File: src/rtl/inst_cache_if.sv
// Instruction-cache bus bundle.
// Carries the fetch-side request/response pair and the line-fill pair to
// lower memory.
//   slave  : the cache's view (fetch request in, fill request out)
//   master : the requester/memory's view (the bench drives this side)
// Handshakes: read_a is a level held by the requester until resp_a pulses
// for one cycle (rdata_a valid only while resp_a is high); pmem_read is a
// level held by the cache until pmem_resp pulses for one cycle with the
// fill line on pmem_rdata. No back-pressure exists on either response.
interface inst_cache_if;
  logic         read_a;
  logic [31:0]  address_a;
  logic [31:0]  rdata_a;
  logic         resp_a;
  logic         pmem_read;
  logic [31:0]  pmem_address;
  logic [127:0] pmem_rdata;
  logic         pmem_resp;

  modport slave (
    input  read_a, address_a, pmem_rdata, pmem_resp,
    output rdata_a, resp_a, pmem_read, pmem_address
  );

  modport master (
    output read_a, address_a, pmem_rdata, pmem_resp,
    input  rdata_a, resp_a, pmem_read, pmem_address
  );
endinterface

File: src/rtl/inst_cache.sv
// Direct-mapped, read-only instruction cache with 16-byte lines.
// A hit answers combinationally in the same cycle; a miss fetches the whole
// line from lower memory, installs it, and the request is re-compared in the
// first IDLE cycle after the fill.
// Optional feature macro: INST_CACHE_PERF_EN enables saturating hit/miss
// counters; without it the counters read as zero and perf_reset is ignored.
// Ports:
//   clk, reset_n      : clock, asynchronous active-low reset
//   bus (slave)       : fetch request/response and line-fill signals
//   perf_reset        : synchronous clear of the performance counters
//   hit_count         : hit counter (IDLE cycles with read_a and a hit)
//   miss_count        : miss counter (IDLE-to-FILL transitions)
//   dbg_state_o       : current FSM state, 0 = IDLE, 1 = FILL
module inst_cache #(
  parameter int NUM_SETS   = 8,
  parameter int LINE_BYTES = 16
) (
  input  logic         clk,
  input  logic         reset_n,
  inst_cache_if.slave  bus,
  input  logic         perf_reset,
  output logic [31:0]  hit_count,
  output logic [31:0]  miss_count,
  output logic         dbg_state_o
);
  localparam int IDX_W  = $clog2(NUM_SETS);
  localparam int TAG_W  = 28 - IDX_W;
  localparam int LINE_W = LINE_BYTES * 8;

  typedef enum logic {IDLE = 1'b0, FILL = 1'b1} state_t;

  state_t             state_q, state_d;
  logic [27:0]        line_q, line_d;     // latched line address [31:4]
  logic [NUM_SETS-1:0] valid_q;
  logic [TAG_W-1:0]   tag_q  [NUM_SETS];
  logic [LINE_W-1:0]  data_q [NUM_SETS];

  logic [IDX_W-1:0]   idx, fill_idx;
  logic [TAG_W-1:0]   tag, fill_tag;
  logic [1:0]         wsel;
  logic               hit, fill_done;
  logic               resp, pmem_rd, hit_inc, miss_inc;

  assign idx      = bus.address_a[4 +: IDX_W];
  assign tag      = bus.address_a[31 -: TAG_W];
  assign wsel     = bus.address_a[3:2];
  assign fill_idx = line_q[IDX_W-1:0];
  assign fill_tag = line_q[27 -: TAG_W];
  assign hit      = valid_q[idx] && (tag_q[idx] == tag);
  assign fill_done = (state_q == FILL) && bus.pmem_resp;

  always_ff @(posedge clk or negedge reset_n) begin
    if (!reset_n) begin
      state_q <= IDLE;
      line_q  <= '0;
    end else begin
      state_q <= state_d;
      line_q  <= line_d;
    end
  end

  always_comb begin
    state_d  = state_q;
    line_d   = line_q;
    resp     = 1'b0;
    pmem_rd  = 1'b0;
    hit_inc  = 1'b0;
    miss_inc = 1'b0;
    case (state_q)
      IDLE: begin
        if (bus.read_a) begin
          if (hit) begin
            resp    = 1'b1;
            hit_inc = 1'b1;
          end else begin
            line_d   = bus.address_a[31:4];
            state_d  = FILL;
            miss_inc = 1'b1;
          end
        end
      end
      FILL: begin
        // The fill runs to completion regardless of read_a or address_a;
        // the current request is only looked at again back in IDLE.
        pmem_rd = 1'b1;
        if (bus.pmem_resp) state_d = IDLE;
      end
      default: state_d = IDLE;
    endcase
  end

  always_ff @(posedge clk or negedge reset_n) begin
    if (!reset_n) begin
      valid_q <= '0;
    end else if (fill_done) begin
      valid_q[fill_idx] <= 1'b1;
    end
  end

  // Tag and data need no reset: they are only observed behind a valid bit.
  always_ff @(posedge clk) begin
    if (fill_done) begin
      tag_q[fill_idx]  <= fill_tag;
      data_q[fill_idx] <= bus.pmem_rdata;
    end
  end

  assign bus.resp_a       = resp;
  assign bus.rdata_a      = data_q[idx][{wsel, 5'b00000} +: 32];
  assign bus.pmem_read    = pmem_rd;
  assign bus.pmem_address = {line_q, 4'b0000};
  assign dbg_state_o      = state_q;

`ifdef INST_CACHE_PERF_EN
  logic [31:0] hit_q, miss_q;

  always_ff @(posedge clk or negedge reset_n) begin
    if (!reset_n) begin
      hit_q  <= '0;
      miss_q <= '0;
    end else if (perf_reset) begin
      hit_q  <= '0;
      miss_q <= '0;
    end else begin
      if (hit_inc && (hit_q != 32'hFFFF_FFFF))   hit_q  <= hit_q + 32'd1;
      if (miss_inc && (miss_q != 32'hFFFF_FFFF)) miss_q <= miss_q + 32'd1;
    end
  end

  assign hit_count  = hit_q;
  assign miss_count = miss_q;

  logic unused_ok;
  assign unused_ok = ^{bus.address_a[1:0]};
`else
  assign hit_count  = '0;
  assign miss_count = '0;

  logic unused_ok;
  assign unused_ok = ^{bus.address_a[1:0], perf_reset, hit_inc, miss_inc};
`endif
endmodule

File: src/flat_wrapper.sv
// flat-port wrapper written by rule: the top's interface ports become plain ports
module inst_cache_flat 
#(
  parameter int NUM_SETS   = 8,
  parameter int LINE_BYTES = 16
)
  (clk, reset_n, perf_reset, hit_count, miss_count, dbg_state_o, bus_read_a, bus_address_a, bus_pmem_rdata, bus_pmem_resp, bus_rdata_a, bus_resp_a, bus_pmem_read, bus_pmem_address);
  inst_cache_if bus_i ();
  input  logic clk;
  input  logic reset_n;
  input  logic perf_reset;
  output logic [31:0] hit_count;
  output logic [31:0] miss_count;
  output logic dbg_state_o;
  input wire logic [$bits(bus_i.read_a)-1:0] bus_read_a;
  input wire logic [$bits(bus_i.address_a)-1:0] bus_address_a;
  input wire logic [$bits(bus_i.pmem_rdata)-1:0] bus_pmem_rdata;
  input wire logic [$bits(bus_i.pmem_resp)-1:0] bus_pmem_resp;
  output wire logic [$bits(bus_i.rdata_a)-1:0] bus_rdata_a;
  output wire logic [$bits(bus_i.resp_a)-1:0] bus_resp_a;
  output wire logic [$bits(bus_i.pmem_read)-1:0] bus_pmem_read;
  output wire logic [$bits(bus_i.pmem_address)-1:0] bus_pmem_address;
  assign bus_i.read_a = bus_read_a;
  assign bus_i.address_a = bus_address_a;
  assign bus_i.pmem_rdata = bus_pmem_rdata;
  assign bus_i.pmem_resp = bus_pmem_resp;
  assign bus_rdata_a = bus_i.rdata_a;
  assign bus_resp_a = bus_i.resp_a;
  assign bus_pmem_read = bus_i.pmem_read;
  assign bus_pmem_address = bus_i.pmem_address;
  inst_cache #(.NUM_SETS(NUM_SETS), .LINE_BYTES(LINE_BYTES)) u_core (.clk(clk), .reset_n(reset_n), .bus(bus_i), .perf_reset(perf_reset), .hit_count(hit_count), .miss_count(miss_count), .dbg_state_o(dbg_state_o));
endmodule
File: config.mk
export PLATFORM = sky130hd
export DESIGN_NAME = inst_cache_flat
export DESIGN_NICKNAME = d
export VERILOG_FILES = /design/src/rtl/inst_cache_if.sv /design/src/rtl/inst_cache.sv /design/src/flat_wrapper.sv
export SDC_FILE = /design/constraint.sdc
export NUM_CORES = 1
export LEC_CHECK = 0
export BUFFER_PORTS_ARGS = -buffer_cell sky130_fd_sc_hd__buf_2
export CORE_MARGIN = 3
export CORE_UTILIZATION = 55
export CTS_CLUSTER_DIAMETER = 50
export CTS_CLUSTER_SIZE = 30
export DETAILED_ROUTE_END_ITERATION = 16
export PLACE_DENSITY = 0.78
export RECOVER_POWER = 100
export SYNTH_ARGS = -nofsm -noshare
export SYNTH_HDL_FRONTEND = slang
export SYNTH_SLANG_ARGS = --single-unit
File: constraint.sdc
create_clock -name clk -period 24.5 [get_ports clk]
set_clock_uncertainty 0.15 [all_clocks]
set_input_delay 3.675 -clock clk [delete_from_list [all_inputs] [get_ports clk]]
set_output_delay 3.675 -clock clk [all_outputs]
set_load 0.05 [all_outputs]
Word-level counts from Yosys, hierarchy flattened
Memories as Yosys holds them, arrays and structs flattened.
Index checks and enable logic that the tools add are counted.
{ "op_classes": {"n_lt_le_gt_ge": 3, "eq_ne": 1, "shift": 1, "mux": 14, "bitwise": 3, "reduce_logical": 4} }
{ "op_table": {"columns": ["op", "n"], "rows": [
  ["indexed part select 128 x 8 -> 32 bit", 1],
  ["== test 25 bit", 1],
  ["two-way mux 1 bit", 11],
  ["< comparator 3 x 4 -> 1 bit, second input constant", 2],
  ["bitwise OR 8 bit", 1],
  ["binary-select mux 1 bit (select 3 bit)", 1],
  ["demux 1 bit (select 3 bit)", 1],
  ["greater-or-equal comparator 3 x 1 -> 1 bit, second input constant", 1],
  ["logical AND 1 bit", 3],
  ["AND reduction 3 bit", 1],
  ["NOT 1 bit", 2],
  ["one-hot mux 1 bit (2 select lines)", 1]
]} }
{ "totals": {"regBits": 37, "mem_bits_rw": 1224, "input_bits": 165, "out_inout_bits": 131, "n_memories": 2} }
{ "mem_list": {"columns": ["name", "words", "width", "read_ports", "rd_ports_with_merged_regs", "wr", "line", "source"], "rows": [
  ["u_core.data_q", 8, 128, 1, 0, 1, "inst_cache.sv:36", "logic [LINE_W-1:0] data_q [NUM_SETS];"],
  ["u_core.tag_q", 8, 25, 1, 0, 1, "inst_cache.sv:35", "logic [TAG_W-1:0] tag_q [NUM_SETS];"]
]} }

Longest topological paths before layout
{ "depth": {"word_depth": 6, "ltp_mapped": 13} }

Least setup slack after synthesis
Ideal clock, no wire load.
{ "synth_path": {"path_type": "in2reg", "startpoint": "input port bus_pmem_resp", "endpoint": "register u_core.valid_q[2]", "arrival_time_ns": 15.141, "setup_slack_ns": 9.078, "stages": 3, "path_buffers": 0, "path_cell_list": "nand3_1 nor3_1 or2_2"} }
{ "synth_via": {"elab_chain_len": 1} }
{ "synth_lines": {"columns": ["item", "line", "source"], "rows": [
  ["start: declaration", "flat_wrapper.sv:18", "input wire logic [$bits(bus_i.pmem_resp)-1:0] bus_pmem_resp;"],
  ["logical AND 1 bit", "inst_cache.sv:50", "assign fill_done = (state_q == FILL) && bus.pmem_resp;"],
  ["end signal: assignment", "inst_cache.sv:94", "valid_q <= '0;"],
  ["end signal: indexed assignment", "inst_cache.sv:96", "valid_q[fill_idx] <= 1'b1;"],
  ["end: declaration", "inst_cache.sv:34", "logic [NUM_SETS-1:0] valid_q;"]
]} }
No other way between the ends.
A chain may end at the register's enable or synchronous reset.

Worst setup path in the final report
{ "layout_path": {"startpoint": "input port bus_address_a[4]", "endpoint": "output port bus_rdata_a[22]"} }
{ "layout_via": {"elab_chain_len": 2} }
{ "layout_lines": {"columns": ["item", "line", "source"], "rows": [
  ["start: declaration", "flat_wrapper.sv:16", "input wire logic [$bits(bus_i.address_a)-1:0] bus_address_a;"],
  ["memory read (8 x 128 bit)", null, null],
  ["indexed part select 128 x 8 -> 32 bit", "inst_cache.sv:109", "assign bus.rdata_a = data_q[idx][{wsel, 5'b00000} +: 32];"],
  ["end: declaration", "flat_wrapper.sv:19", "output wire logic [$bits(bus_i.rdata_a)-1:0] bus_rdata_a;"]
]} }
No other way between the ends.

==> run_results.csv <==
group,metric,value,unit
die,start_util,0.5575,
worst_setup_path,ff2ff_path_depth,5,
outcome,violations,"capacitance limit, slew limit",
synth,yosys.area.top_type,"edfxtp_1",
sta,slew_headroom,-5.435,
die,die_w,303.2,um
clocking,cts_hold_buf,0,
clocking,cts_tree,"yes",
place,place_area,50770,um^2
drt,antenna_left,0,
drt,drt_iter0_drc,1931,
worst_setup_path,crit_top_cell,"clkbuf_1",
synth,netlist_area,48590,um^2
place,gp_congestion,0.7400,
synth,synth_common_cells,"edfxtp_1 (1224), mux4_2 (348), buf_4 (76)",
job,maxCapViolCount,24,
global_route,grt_max_degree,130,
synth,avgSynthCellArea,24.22,um^2
hold_path,hold_path_class,"reg -> reg",
synth,postSynth.asyncResetShare,0.02934,
worst_setup_path,endpoint,"bus_rdata_a[22]",
worst_setup_path,critical_path.cell_chain,"clkbuf_1 > clkbuf_1 > mux4_2 > mux4_2 > mux2_2 > clkbuf_1",
drt,wirelength,101.0,mm
drt,vias,21550,
outcome,status,"finished, violations left",
worst_setup_path,worst-path-stages,6,
worst_setup_path,crit_buf_inv,3,
final_layout,fin_util,0.6226,
worst_setup_path,max_stage_delay,4.09,ns
die,ioPinCount,296,
global_route,antenna_found_initial,24,
power,irDropWorstVdd,0.00007496,V
synth,yosys_warnings,0,
sta,finalHoldViolations,0,
sta,post-route-min-period,16.16,ns
clocking,cts.repair.resized,0,
worst_setup_path,critPathArrivalTime,12.33,ns
final_layout,drive_gt1_frac,0.2745,
worst_setup_path,rrSetupSlack,13.46,ns
final_layout,nNetsFinal,2432,
clocking,clk_latency,0.68,ns
sta,setup_viol,0,
synth,ys_ff_latch,1261,
drt,drc,0,
clocking,cts_root_buf,"clkbuf_16",
synth,synth_edf_count,1224,
global_route,grt_pass1_wl,148.9,mm
sta,fin_crit_sh,0.6595,
clocking,cts_buffers,107,
clocking,clk_pin_slew,0.06,ns
die,die_area,91950,um^2
worst_setup_path,crit_fanout,69,
place,hpwlAfterDp,54.07,mm
power,powerDensity,88.12,nW/um^2
synth,synthTopCellsByArea,"edfxtp_1 (76%), mux4_2 (16%), dfrtp_1 (1.9%)",
sta,drv_slew,1414,
worst_setup_path,r2r_start,"u_core.dbg_state_o",
clocking,h-tree-depth,3,
worst_setup_path,setup.worst_path.class,"in -> out",
drt,via_per_inst,6.110,
global_route,overflow,0,
worst_setup_path,cp_top_family,"buffers and inverters",
worst_setup_path,crit_path_top_delay_cell,"clkbuf_1",
sta,worst_pin_slew,9.653,ns
final_layout,syn_to_final_growth,11.68,%
global_route,grt_usage,0.2230,
worst_setup_path,r2r_end,"u_core.data_q[7][66]",
synth,synthDistinctLibCells,41,
clocking,clk_path_buf_depth,3,
sta,fin_tns_setup,0,ns
synth,synthDominantCellAreaShare,0.7565,
place,io_buffers,224,
die,die_h,303.2,um
die,core,87160,um^2
worst_setup_path,start_kind,"input pin",
power,p_leak,17.07,nW
sta,max_freq,61.89,MHz
clocking,cts_sinks,1261,
die,fp-row-count,108,
final_layout,postLayoutCellArea,54260,um^2
synth,yosysMostFrequentCell,"edfxtp_1",
worst_setup_path,cp-startpoint,"bus_address_a[4]",
clocking,post-cts-setup-buffers,0,
synth,netlist_instances,2006,
worst_setup_path,end_kind,"output pin",
synth,ys.flop_type,"edfxtp_1",
worst_setup_path,required,20.67,ns
sta,rsz0062_at_grt,"false",
drt,drtPass1Iterations,5,
synth,yosysSeqAreaShare,0.7755,
drt,drt-wirelength-per-cell,28.65,um
global_route,grt_pass1_vias,23050,
power,total_power,4.782,mW
-- how the worst min path moves through the flow --
stage / start / to / cells past startpoint
after floorplan: u_core.valid_q[2] / u_core.valid_q[2] / 1
after global placement: u_core.valid_q[6] / u_core.valid_q[6] / 1
after detailed placement: u_core.valid_q[6] / u_core.valid_q[6] / 1
after CTS: u_core.valid_q[6] / u_core.valid_q[6] / 1
after global routing: u_core.valid_q[6] / u_core.valid_q[6] / 1
final: u_core.valid_q[6] / u_core.valid_q[6] / 1
-- logic make-up (layout without fill, tap and decap cells) --
group / count (synthesis) / in the layout / share of synthesized area
buffers and inverters: 166 / 454 / 0.02065
and+or+nand+nor: 49 / 49 / 0.005665
AOI/OAI and AO/OA: 45 / 45 / 0.006773
other: 1 / 79 / 0.00007718
xor gates and xnor gates: 16 / 16 / 0.002884
DFF: 1261 / 1261 / 0.7755
muxes: 468 / 468 / 0.1884
-- metal layers --
metal  part of all wire  track usage  vias to the layer above
met5             0.0012            0                        -
met4              0.023      0.06292                       22
li1                   -            -                     9012
met2               0.52       0.3756                      847
met3              0.080      0.05586                      176
met1               0.38       0.2927                    11490
-- flip-flops by register name, indices dropped and copies added (netlist names) --
register	flops
u_core.valid_q	8
u_core.tag_q	200
u_core.dbg_state_o	1
u_core.data_q	1024
u_core.line_q	28
-- through the flow --
step / worst slack (ns) / hold WS [ns] / std cells
2_1_floorplan: 9.078 / 0.2837 / 2073
3_3_place_gp: 13.55 / 0.2957 / 3313
3_5_place_dp: 13.53 / 0.2994 / 3313
4_1_cts: 13.54 / 0.3152 / 3516
5_1_grt: 7.234 / 0.3360 / 3519
6_report: 8.342 / 0.3174 / 3527
-- where the power goes --
part / total (mW) / switching, mW / internal (mW)
Combinational: 0.393 / 0.264 / 0.128
Sequential: 2.54 / 0.0454 / 2.50
Clock: 1.85 / 0.835 / 1.01
Total: 4.78 / 1.14 / 3.64
-- worst reg2reg max path, cell delays in order (launching register included) --
cell      delay, ns
dfrtp_1        0.44
nand3_1        0.19
nor2_1         2.36
clkbuf_1       3.09
clkbuf_1       2.17
clkbuf_1       2.16
-- layout make-up --
class                   instances  area [um^2]
clock buffers                 114         2768
repair buffers                250         1040
inverters                       1        3.754
well taps                    1155         1445
clock inverters                89         1191
fillers                      5806        32900
diodes                         11        27.53
multi-input cells             646        10110
flip-flops and latches       1261        37680
-- cells in the final DEF (no fill, tap or decap), drive strengths merged, types with 6 or more instances in the layout --
| master | instances |
|---|---|
| a21o | 8 |
| a21oi | 8 |
| a22oi | 18 |
| buf | 40 |
| bufinv | 14 |
| clkbuf | 324 |
| clkinv | 39 |
| clkinvlp | 8 |
| conb | 68 |
| dfrtp | 37 |
| diode | 11 |
| edfxtp | 1224 |
| inv | 29 |
| mux2 | 66 |
| mux2i | 54 |
| mux4 | 348 |
| nand3 | 9 |
| nor2 | 8 |
| or2 | 8 |
| xnor2 | 10 |
| xor2 | 6 |
(Power assumes the default switching activity.)
